$ cat src/rtl/adam_periph_uart_rx_if.sv
// ----------------------------------------------------------------------------
// adam_periph_uart_rx_if
// Valid/ready stream carrying received UART words from the receiver to the
// RX FIFO/register bank.
//   m_data  : received word, zero-extended (master -> slave)
//   m_valid : word present, held until accepted (master -> slave)
//   m_ready : consumer can take the word (slave -> master)
// ----------------------------------------------------------------------------
interface adam_periph_uart_rx_if #(
  parameter int unsigned DATA_WIDTH = 32
);

  logic [DATA_WIDTH-1:0] m_data;
  logic                  m_valid;
  logic                  m_ready;

  modport master (
    output m_data,
    output m_valid,
    input  m_ready
  );

  modport slave (
    input  m_data,
    input  m_valid,
    output m_ready
  );

endinterface

$ cat src/rtl/adam_periph_uart_rx.sv
// ----------------------------------------------------------------------------
// adam_periph_uart_rx
// UART receive stage. Synchronizes the rx pin, reassembles frames
// (start, 1..15 data bits LSB first, optional parity, 1..2 stop bits) and
// pushes each data word onto a valid/ready stream. Configuration may only
// change while pause_req && pause_ack.
//
// Ports:
//   clk, rst_n      : clock, asynchronous active-low reset
//   pause_req/ack   : pause handshake; ack rises only from IDLE
//   parity_select   : 0 = even, 1 = odd
//   parity_control  : 1 = parity bit present
//   data_length     : data bits per frame (1..15)
//   stop_bits       : 0 = one stop bit, 1 = two
//   baud_rate       : bit period minus one, in clk cycles (>= 3)
//   stream          : master side of the received-word stream
//   rx              : asynchronous serial input, idle high
//   parity_err, frame_err, overrun_err : single-cycle error pulses
//   break_det       : single-cycle break pulse (ADAM_PERIPH_UART_RX_BREAK_EN only)
//
// Optional feature macro: ADAM_PERIPH_UART_RX_BREAK_EN
//   Defined   : an all-zero frame through the first stop bit is reported on
//               break_det, no word is pushed and the receiver waits for the
//               line to return high.
//   Undefined : the same frame is an ordinary framing error and the all-zero
//               word is delivered.
// ----------------------------------------------------------------------------
module adam_periph_uart_rx #(
  parameter int unsigned DATA_WIDTH = 32
) (
  input  logic                  clk,
  input  logic                  rst_n,
  input  logic                  pause_req,
  output logic                  pause_ack,
  input  logic                  parity_select,
  input  logic                  parity_control,
  input  logic [3:0]            data_length,
  input  logic                  stop_bits,
  input  logic [DATA_WIDTH-1:0] baud_rate,
  adam_periph_uart_rx_if.master stream,
  input  logic                  rx,
  output logic                  parity_err,
  output logic                  frame_err,
`ifdef ADAM_PERIPH_UART_RX_BREAK_EN
  output logic                  overrun_err,
  output logic                  break_det
`else
  output logic                  overrun_err
`endif
);

  localparam int unsigned SHIFT_W = 15;
  localparam int unsigned IDX_W   = 4;

  localparam logic [2:0] ST_IDLE   = 3'd0;
  localparam logic [2:0] ST_START  = 3'd1;
  localparam logic [2:0] ST_DATA   = 3'd2;
  localparam logic [2:0] ST_PARITY = 3'd3;
  localparam logic [2:0] ST_STOP   = 3'd4;
  localparam logic [2:0] ST_DONE   = 3'd5;
`ifdef ADAM_PERIPH_UART_RX_BREAK_EN
  localparam logic [2:0] ST_BREAK  = 3'd6;
`endif

  // Synchronizer and edge-detect history
  logic rx_meta_q;
  logic rx_s_q;
  logic rx_prev_q;

  // FSM and datapath state
  logic [2:0]            state_q,     state_d;
  logic [DATA_WIDTH-1:0] cnt_q,       cnt_d;
  logic [IDX_W-1:0]      bit_idx_q,   bit_idx_d;
  logic                  stop_idx_q,  stop_idx_d;
  logic [SHIFT_W-1:0]    shift_q,     shift_d;
  logic                  xor_q,       xor_d;
  logic                  ones_q,      ones_d;
  logic                  perr_q,      perr_d;
  logic                  ferr_q,      ferr_d;

  // Registered outputs
  logic [DATA_WIDTH-1:0] data_q,      data_d;
  logic                  valid_q,     valid_d;
  logic                  ack_q,       ack_d;
  logic                  perr_p_q,    perr_p_d;
  logic                  ferr_p_q,    ferr_p_d;
  logic                  ovr_p_q,     ovr_p_d;
  logic                  brk_p_q,     brk_p_d;

  logic fall_c;
  logic bit_tick_c;
  logic half_tick_c;
  logic last_data_c;

  // Two-flop synchronizer plus one history flop for falling-edge detection
  always_ff @(posedge clk or negedge rst_n) begin
    if (!rst_n) begin
      rx_meta_q <= 1'b1;
      rx_s_q    <= 1'b1;
      rx_prev_q <= 1'b1;
    end else begin
      rx_meta_q <= rx;
      rx_s_q    <= rx_meta_q;
      rx_prev_q <= rx_s_q;
    end
  end

  assign fall_c      = rx_prev_q & ~rx_s_q;
  assign bit_tick_c  = (cnt_q == baud_rate);
  assign half_tick_c = (cnt_q == (baud_rate >> 1));
  assign last_data_c = ((5'(bit_idx_q) + 5'd1) >= 5'(data_length));

  // State and datapath registers
  always_ff @(posedge clk or negedge rst_n) begin
    if (!rst_n) begin
      state_q    <= ST_IDLE;
      cnt_q      <= '0;
      bit_idx_q  <= '0;
      stop_idx_q <= 1'b0;
      shift_q    <= '0;
      xor_q      <= 1'b0;
      ones_q     <= 1'b0;
      perr_q     <= 1'b0;
      ferr_q     <= 1'b0;
      data_q     <= '0;
      valid_q    <= 1'b0;
      ack_q      <= 1'b1;
      perr_p_q   <= 1'b0;
      ferr_p_q   <= 1'b0;
      ovr_p_q    <= 1'b0;
      brk_p_q    <= 1'b0;
    end else begin
      state_q    <= state_d;
      cnt_q      <= cnt_d;
      bit_idx_q  <= bit_idx_d;
      stop_idx_q <= stop_idx_d;
      shift_q    <= shift_d;
      xor_q      <= xor_d;
      ones_q     <= ones_d;
      perr_q     <= perr_d;
      ferr_q     <= ferr_d;
      data_q     <= data_d;
      valid_q    <= valid_d;
      ack_q      <= ack_d;
      perr_p_q   <= perr_p_d;
      ferr_p_q   <= ferr_p_d;
      ovr_p_q    <= ovr_p_d;
      brk_p_q    <= brk_p_d;
    end
  end

  // Next-state and next-output logic
  always_comb begin
    state_d    = state_q;
    cnt_d      = cnt_q;
    bit_idx_d  = bit_idx_q;
    stop_idx_d = stop_idx_q;
    shift_d    = shift_q;
    xor_d      = xor_q;
    ones_d     = ones_q;
    perr_d     = perr_q;
    ferr_d     = ferr_q;
    data_d     = data_q;
    valid_d    = valid_q & ~stream.m_ready;
    ack_d      = ack_q;
    perr_p_d   = 1'b0;
    ferr_p_d   = 1'b0;
    ovr_p_d    = 1'b0;
    brk_p_d    = 1'b0;

    case (state_q)
      ST_IDLE: begin
        if (pause_req) begin
          ack_d = 1'b1;
        end else begin
          ack_d = 1'b0;
          if (fall_c) begin
            state_d = ST_START;
            cnt_d   = '0;
          end
        end
      end

      ST_START: begin
        if (half_tick_c) begin
          if (rx_s_q) begin
            state_d = ST_IDLE;
          end else begin
            // Restarting here puts every later sample at mid-bit
            state_d   = ST_DATA;
            cnt_d     = '0;
            bit_idx_d = '0;
            shift_d   = '0;
            xor_d     = 1'b0;
            ones_d    = 1'b0;
            perr_d    = 1'b0;
            ferr_d    = 1'b0;
          end
        end else begin
          cnt_d = cnt_q + DATA_WIDTH'(1);
        end
      end

      ST_DATA: begin
        if (bit_tick_c) begin
          cnt_d            = '0;
          shift_d[bit_idx_q] = rx_s_q;
          xor_d            = xor_q ^ rx_s_q;
          ones_d           = ones_q | rx_s_q;
          if (last_data_c) begin
            bit_idx_d  = '0;
            stop_idx_d = 1'b0;
            state_d    = parity_control ? ST_PARITY : ST_STOP;
          end else begin
            bit_idx_d = bit_idx_q + IDX_W'(1);
          end
        end else begin
          cnt_d = cnt_q + DATA_WIDTH'(1);
        end
      end

      ST_PARITY: begin
        if (bit_tick_c) begin
          cnt_d      = '0;
          perr_d     = rx_s_q ^ xor_q ^ parity_select;
          ones_d     = ones_q | rx_s_q;
          stop_idx_d = 1'b0;
          state_d    = ST_STOP;
        end else begin
          cnt_d = cnt_q + DATA_WIDTH'(1);
        end
      end

      ST_STOP: begin
        if (bit_tick_c) begin
          cnt_d = '0;
`ifdef ADAM_PERIPH_UART_RX_BREAK_EN
          if (!stop_idx_q && !rx_s_q && !ones_q) begin
            brk_p_d = 1'b1;
            state_d = ST_BREAK;
          end else
`endif
          begin
            if (!rx_s_q) begin
              ferr_d = 1'b1;
            end
            // Leave at mid-bit of the last stop bit
            if (stop_idx_q == stop_bits) begin
              state_d = ST_DONE;
            end else begin
              stop_idx_d = 1'b1;
            end
          end
        end else begin
          cnt_d = cnt_q + DATA_WIDTH'(1);
        end
      end

      ST_DONE: begin
        // A still-pending word wins; the new one is dropped
        if (valid_q) begin
          ovr_p_d = 1'b1;
        end else begin
          data_d  = DATA_WIDTH'(shift_q);
          valid_d = 1'b1;
        end
        perr_p_d = perr_q;
        ferr_p_d = ferr_q;
        state_d  = ST_IDLE;
      end

`ifdef ADAM_PERIPH_UART_RX_BREAK_EN
      ST_BREAK: begin
        if (rx_s_q) begin
          state_d = ST_IDLE;
        end
      end
`endif

      default: begin
        state_d = ST_IDLE;
      end
    endcase
  end

  assign stream.m_data  = data_q;
  assign stream.m_valid = valid_q;
  assign pause_ack      = ack_q;
  assign parity_err     = perr_p_q;
  assign frame_err      = ferr_p_q;
  assign overrun_err    = ovr_p_q;
`ifdef ADAM_PERIPH_UART_RX_BREAK_EN
  assign break_det      = brk_p_q;
`else
  // Break detection is compiled out; the pulse register stays at reset
  logic unused_brk_c;
  assign unused_brk_c = brk_p_q;
`endif

endmodule
$ cat src/flat_wrapper.sv
// flat-port wrapper written by rule: the top's interface ports become plain ports
module adam_periph_uart_rx_flat 
#(
  parameter int unsigned DATA_WIDTH = 32
)
  (clk, rst_n, pause_req, pause_ack, parity_select, parity_control, data_length, stop_bits, baud_rate, rx, parity_err, frame_err, overrun_err, stream_m_data, stream_m_valid, stream_m_ready);
  adam_periph_uart_rx_if #(.DATA_WIDTH(DATA_WIDTH)) stream_i ();
  input  logic clk;
  input  logic rst_n;
  input  logic pause_req;
  output logic pause_ack;
  input  logic parity_select;
  input  logic parity_control;
  input  logic [3:0] data_length;
  input  logic stop_bits;
  input  logic [DATA_WIDTH-1:0] baud_rate;
  input  logic rx;
  output logic parity_err;
  output logic frame_err;
  output logic overrun_err;
  output wire logic [$bits(stream_i.m_data)-1:0] stream_m_data;
  output wire logic [$bits(stream_i.m_valid)-1:0] stream_m_valid;
  input wire logic [$bits(stream_i.m_ready)-1:0] stream_m_ready;
  assign stream_m_data = stream_i.m_data;
  assign stream_m_valid = stream_i.m_valid;
  assign stream_i.m_ready = stream_m_ready;
  adam_periph_uart_rx #(.DATA_WIDTH(DATA_WIDTH)) u_core (.clk(clk), .rst_n(rst_n), .pause_req(pause_req), .pause_ack(pause_ack), .parity_select(parity_select), .parity_control(parity_control), .data_length(data_length), .stop_bits(stop_bits), .baud_rate(baud_rate), .stream(stream_i), .rx(rx), .parity_err(parity_err), .frame_err(frame_err), .overrun_err(overrun_err));
endmodule
$ cat config.mk
export PLATFORM = sky130hd
export DESIGN_NAME = adam_periph_uart_rx_flat
export DESIGN_NICKNAME = d
export VERILOG_FILES = /design/src/rtl/adam_periph_uart_rx_if.sv /design/src/rtl/adam_periph_uart_rx.sv /design/src/flat_wrapper.sv
export SDC_FILE = /design/constraint.sdc
export NUM_CORES = 1
export LEC_CHECK = 0
export CAP_MARGIN = 15
export CORE_MARGIN = 4
export CORE_UTILIZATION = 25
export CTS_CLUSTER_SIZE = 28
export DETAILED_ROUTE_END_ITERATION = 7
export GPL_ROUTABILITY_DRIVEN = 0
export SYNTH_ARGS = -nofsm -noshare
export SYNTH_HDL_FRONTEND = slang
export SYNTH_SLANG_ARGS = --single-unit
$ cat constraint.sdc
create_clock -name clk -period 3.16 [get_ports clk]
set_clock_uncertainty 0.1 [all_clocks]
set_input_delay 0.632 -clock clk [delete_from_list [all_inputs] [get_ports clk]]
set_output_delay 0.632 -clock clk [all_outputs]
set_load 0.005 [all_outputs]
==> impl_metrics.ini <==
[status]
status = completed

[synth]
yosys_warnings = 0
synth_edf_count = 0
synthArstFlopShare_pct = 100
synth_area_um2 = 5030
ys.flop_type = dfrtp_1
netlist_top_cells_area = dfrtp_1, xor2_1, a31oi_1
synth_cell_types = 50
syn_avg_cell_area_um2 = 9.07
syn_inst = 554
synth_top_area_share_pct = 38.3
ys_seq_elements = 81
yosysTopAreaCell = dfrtp_1
ys_seq_area_share_pct = 40.4

[global_routing]
antenna_found_initial = 0
grt.overflow.total = 0
globalRouteMet2Util_pct = 17.4
grt_pass1_vias = 3984
grt_usage_pct = 11.7
grt_use_met1_pct = 17.0
grt_pass1_wl_um = 21000
gr-max-usage-layer = met2
grt_max_degree = 44
use_met3_pct = 2.51

[timing]
grt_setup_unrepaired = no
post-route-min-period_ns = 2.78
finalHoldWorstSlack_ns = 0.186
fin_tns_setup_ns = 0
max_freq_mhz = 359
setup_ws_ns = 0.375
slew_viol_final = 0
timing.slew.headroom_pct = 62.8
setup_viol = 0
period_share_pct = 88.1
final-hold-violation-count = 0
worstMarginPinSlew_ns = 0.558

[placed_design]
preCtsSetupSlack_ns = 0.0489
numPortBuffers = 63
hpwl_um = 9850

[worst_setup_path]
reg2reg_depth = 8
worstPathCellList = clkdlybuf4s50_1, xor2_1, nor4_1, nand4_1, o41a_1, buf_4, o41ai_1
rr_startpoint = u_core.bit_idx_q[0]
r2r-end = u_core.state_q[0]
end_kind = flop
reg2reg_slack_ns = 0.55
crit_family = compound AO/OA/AOI/OAI gates
required_ns = 3.29
worst-path-buf-inv = 2
crit_path_start_kind = input port
crit_path_max_fanout = 23
arrival_ns = 2.91
worstSetupPathType = input port to flop
critPathMaxStageDelay_ns = 0.47
cp_slowest_cell = clkdlybuf4s50_1

[job]
drv_cap = 0

[layout]
register_area_um2 = 2030
multiInputGateArea_um2 = 2640
num-fill-cells = 2082
drive_gt1_share_pct = 10.6
areaGrowthSynthToFinish_pct = 22.6
layout.nets = 652
n_antenna_cell = 0

[floorplanning]
core-area_um2 = 19600
fp.dieArea_um2 = 22400
die_w_um = 150
ios = 81
rows = 51
die_h_um = 150
initial_core_util_pct = 25.7

[drt]
num_vias = 4183
ant_nets = 0
first_iter_violations = 274
routed_wl_um = 12900
avgRoutedWirePerCell_um = 14.9
first_pass_iters = 5
viasPerCell = 4.81
drc = 0

[clock_network]
cts_tree = yes
cts_root_buf = clkbuf_16
clockBufferDepth = 2
path_clk_slew_ns = 0.06
cts_sinks = 81
h-tree-depth = 3
cts_buffers = 9
clock_latency_ns = 0.34
ctsResizeCount = 0
postCtsSetupRepairBufs = 0
holdBufCountCts = 0

[pwr]
irDropWorstVdd_v = 0.000318
p_leak_nw = 2.81
power.density_nw_per_um2 = 513

[worst_hold_path]
min_path_type = input port to async pin
[kinds of logic after synthesis]
kind of cell | count (synthesis) | synth area share [%]
simple gates | 152 | 15.4
compound gates | 141 | 16.9
flops | 81 | 40.4
buf+inv | 81 | 8.51
xor+xnor | 69 | 12.0
mux | 20 | 4.41
fa+ha+maj | 9 | 2.24
other cells | 1 | 0.0746
[cell usage after synthesis, types with 9 or more instances]
library cell / count
nand3_1: 15
nor2_1: 23
buf_2: 30
clkbuf_1: 11
a21oi_1: 25
ha_1: 9
buf_4: 17
mux2_2: 17
nand4_1: 11
a31oi_1: 43
nor4_1: 16
dfrtp_1: 77
inv_1: 19
o21ai_0: 46
nand2_1: 46
xor2_1: 64
[routing by layer]
layer  routed length (µm)  part of all wire [%]
met3                  789                   6.1
met1                 6250                    48
met2                 5660                    44
met5                    0                     0
met4                  235                   1.8
[placed cells by master, fill, tap and decap left out, types with 2 or more instances in the layout]
cell type         n
a21o_1            3
buf_4            15
ha_1              9
inv_1            19
a41oi_1           3
or2_2             3
xnor2_1           5
xor2_1           64
dfrtp_1          77
dfstp_2           4
o31ai_1           3
nor3_1            8
clkinvlp_4        3
or3b_2            2
nand3_1          15
a22o_1            4
a21oi_1          25
o22ai_1           2
buf_12            3
nor4_1           16
nand2b_1          5
and2_1            2
and3_1            8
clkdlybuf4s50_1  62
and4_1            3
nor2_1           22
a221o_1           2
conb_1           17
nand2_1          46
clkbuf_16         9
o21ai_0          46
nor2b_1           5
mux2_2           17
a31oi_1          43
mux2i_1           3
nand4_1          11
[layout make-up]
| cell class | instances | area share [%] |
|---|---|---|
| Multi-Input combinational cell | 408 | 42.9 |
| Sequential cell | 81 | 33.0 |
| Timing Repair Buffer | 80 | 12.9 |
| Tap cell | 265 | 5.38 |
| Clock buffer | 10 | 3.88 |
| Inverter | 19 | 1.16 |
| Clock inverter | 6 | 0.832 |
[worst reg2reg max path: cells and delay by family (launching register included)]
kind,cells,cell delay (ns)
xor+xnor,1,0.20
flops,1,0.45
fa+ha+maj,2,0.63
simple gates,1,0.24
mux,1,0.35
compound gates,3,0.53
[registers in the layout (all words and copies together), names as in the netlist]
| name | flops |
|---|---|
| u_core.xor_q | 1 |
| u_core.overrun_err | 1 |
| u_core.shift_q | 15 |
| u_core.rx_meta_q | 1 |
| u_core.rx_s_q | 1 |
| u_core.rx_prev_q | 1 |
| u_core.state_q | 3 |
| u_core.stream.m_data | 15 |
| u_core.stop_idx_q | 1 |
| u_core.parity_err | 1 |
| u_core.ferr_q | 1 |
| u_core.perr_q | 1 |
| u_core.cnt_q | 32 |
| u_core.pause_ack | 1 |
| u_core.bit_idx_q | 4 |
| u_core.stream.m_valid | 1 |
| u_core.frame_err | 1 |
[worst max-delay path by stage]
stage          cells after the start             endpoint           startpoint  slack (ns)
5_1_grt                            9      u_core.cnt_q[4]        baud_rate[15]        0.17
2_1_floorplan                      9    u_core.state_q[0]  u_core.bit_idx_q[0]        0.73
4_1_cts                            7  u_core.bit_idx_q[1]        baud_rate[26]        0.41
6_report                           7  u_core.bit_idx_q[1]         baud_rate[2]        0.38
3_3_place_gp                       9      u_core.cnt_q[4]        baud_rate[15]        0.06
3_5_place_dp                       7  u_core.bit_idx_q[1]        baud_rate[26]        0.05
[per-stage QoR]
stage               cells  util (%)  total power [mW]  instance area (µm²)
finish                869      31.5              3.16                 6160
global route          869      31.5              3.37                 6160
floorplan             570         -              1.89                 5090
CTS                   869      31.5              3.18                 6160
detailed placement    853      30.0              2.17                 5870
global placement      853      30.0              2.16                 5870
[report_power, final]
group | switching (mW) | internal (mW)
sequential | 0.212 | 1.13
combinational | 0.438 | 0.371
clock | 0.445 | 0.563
No activity file was read; power rests on OpenSTA's default activity.
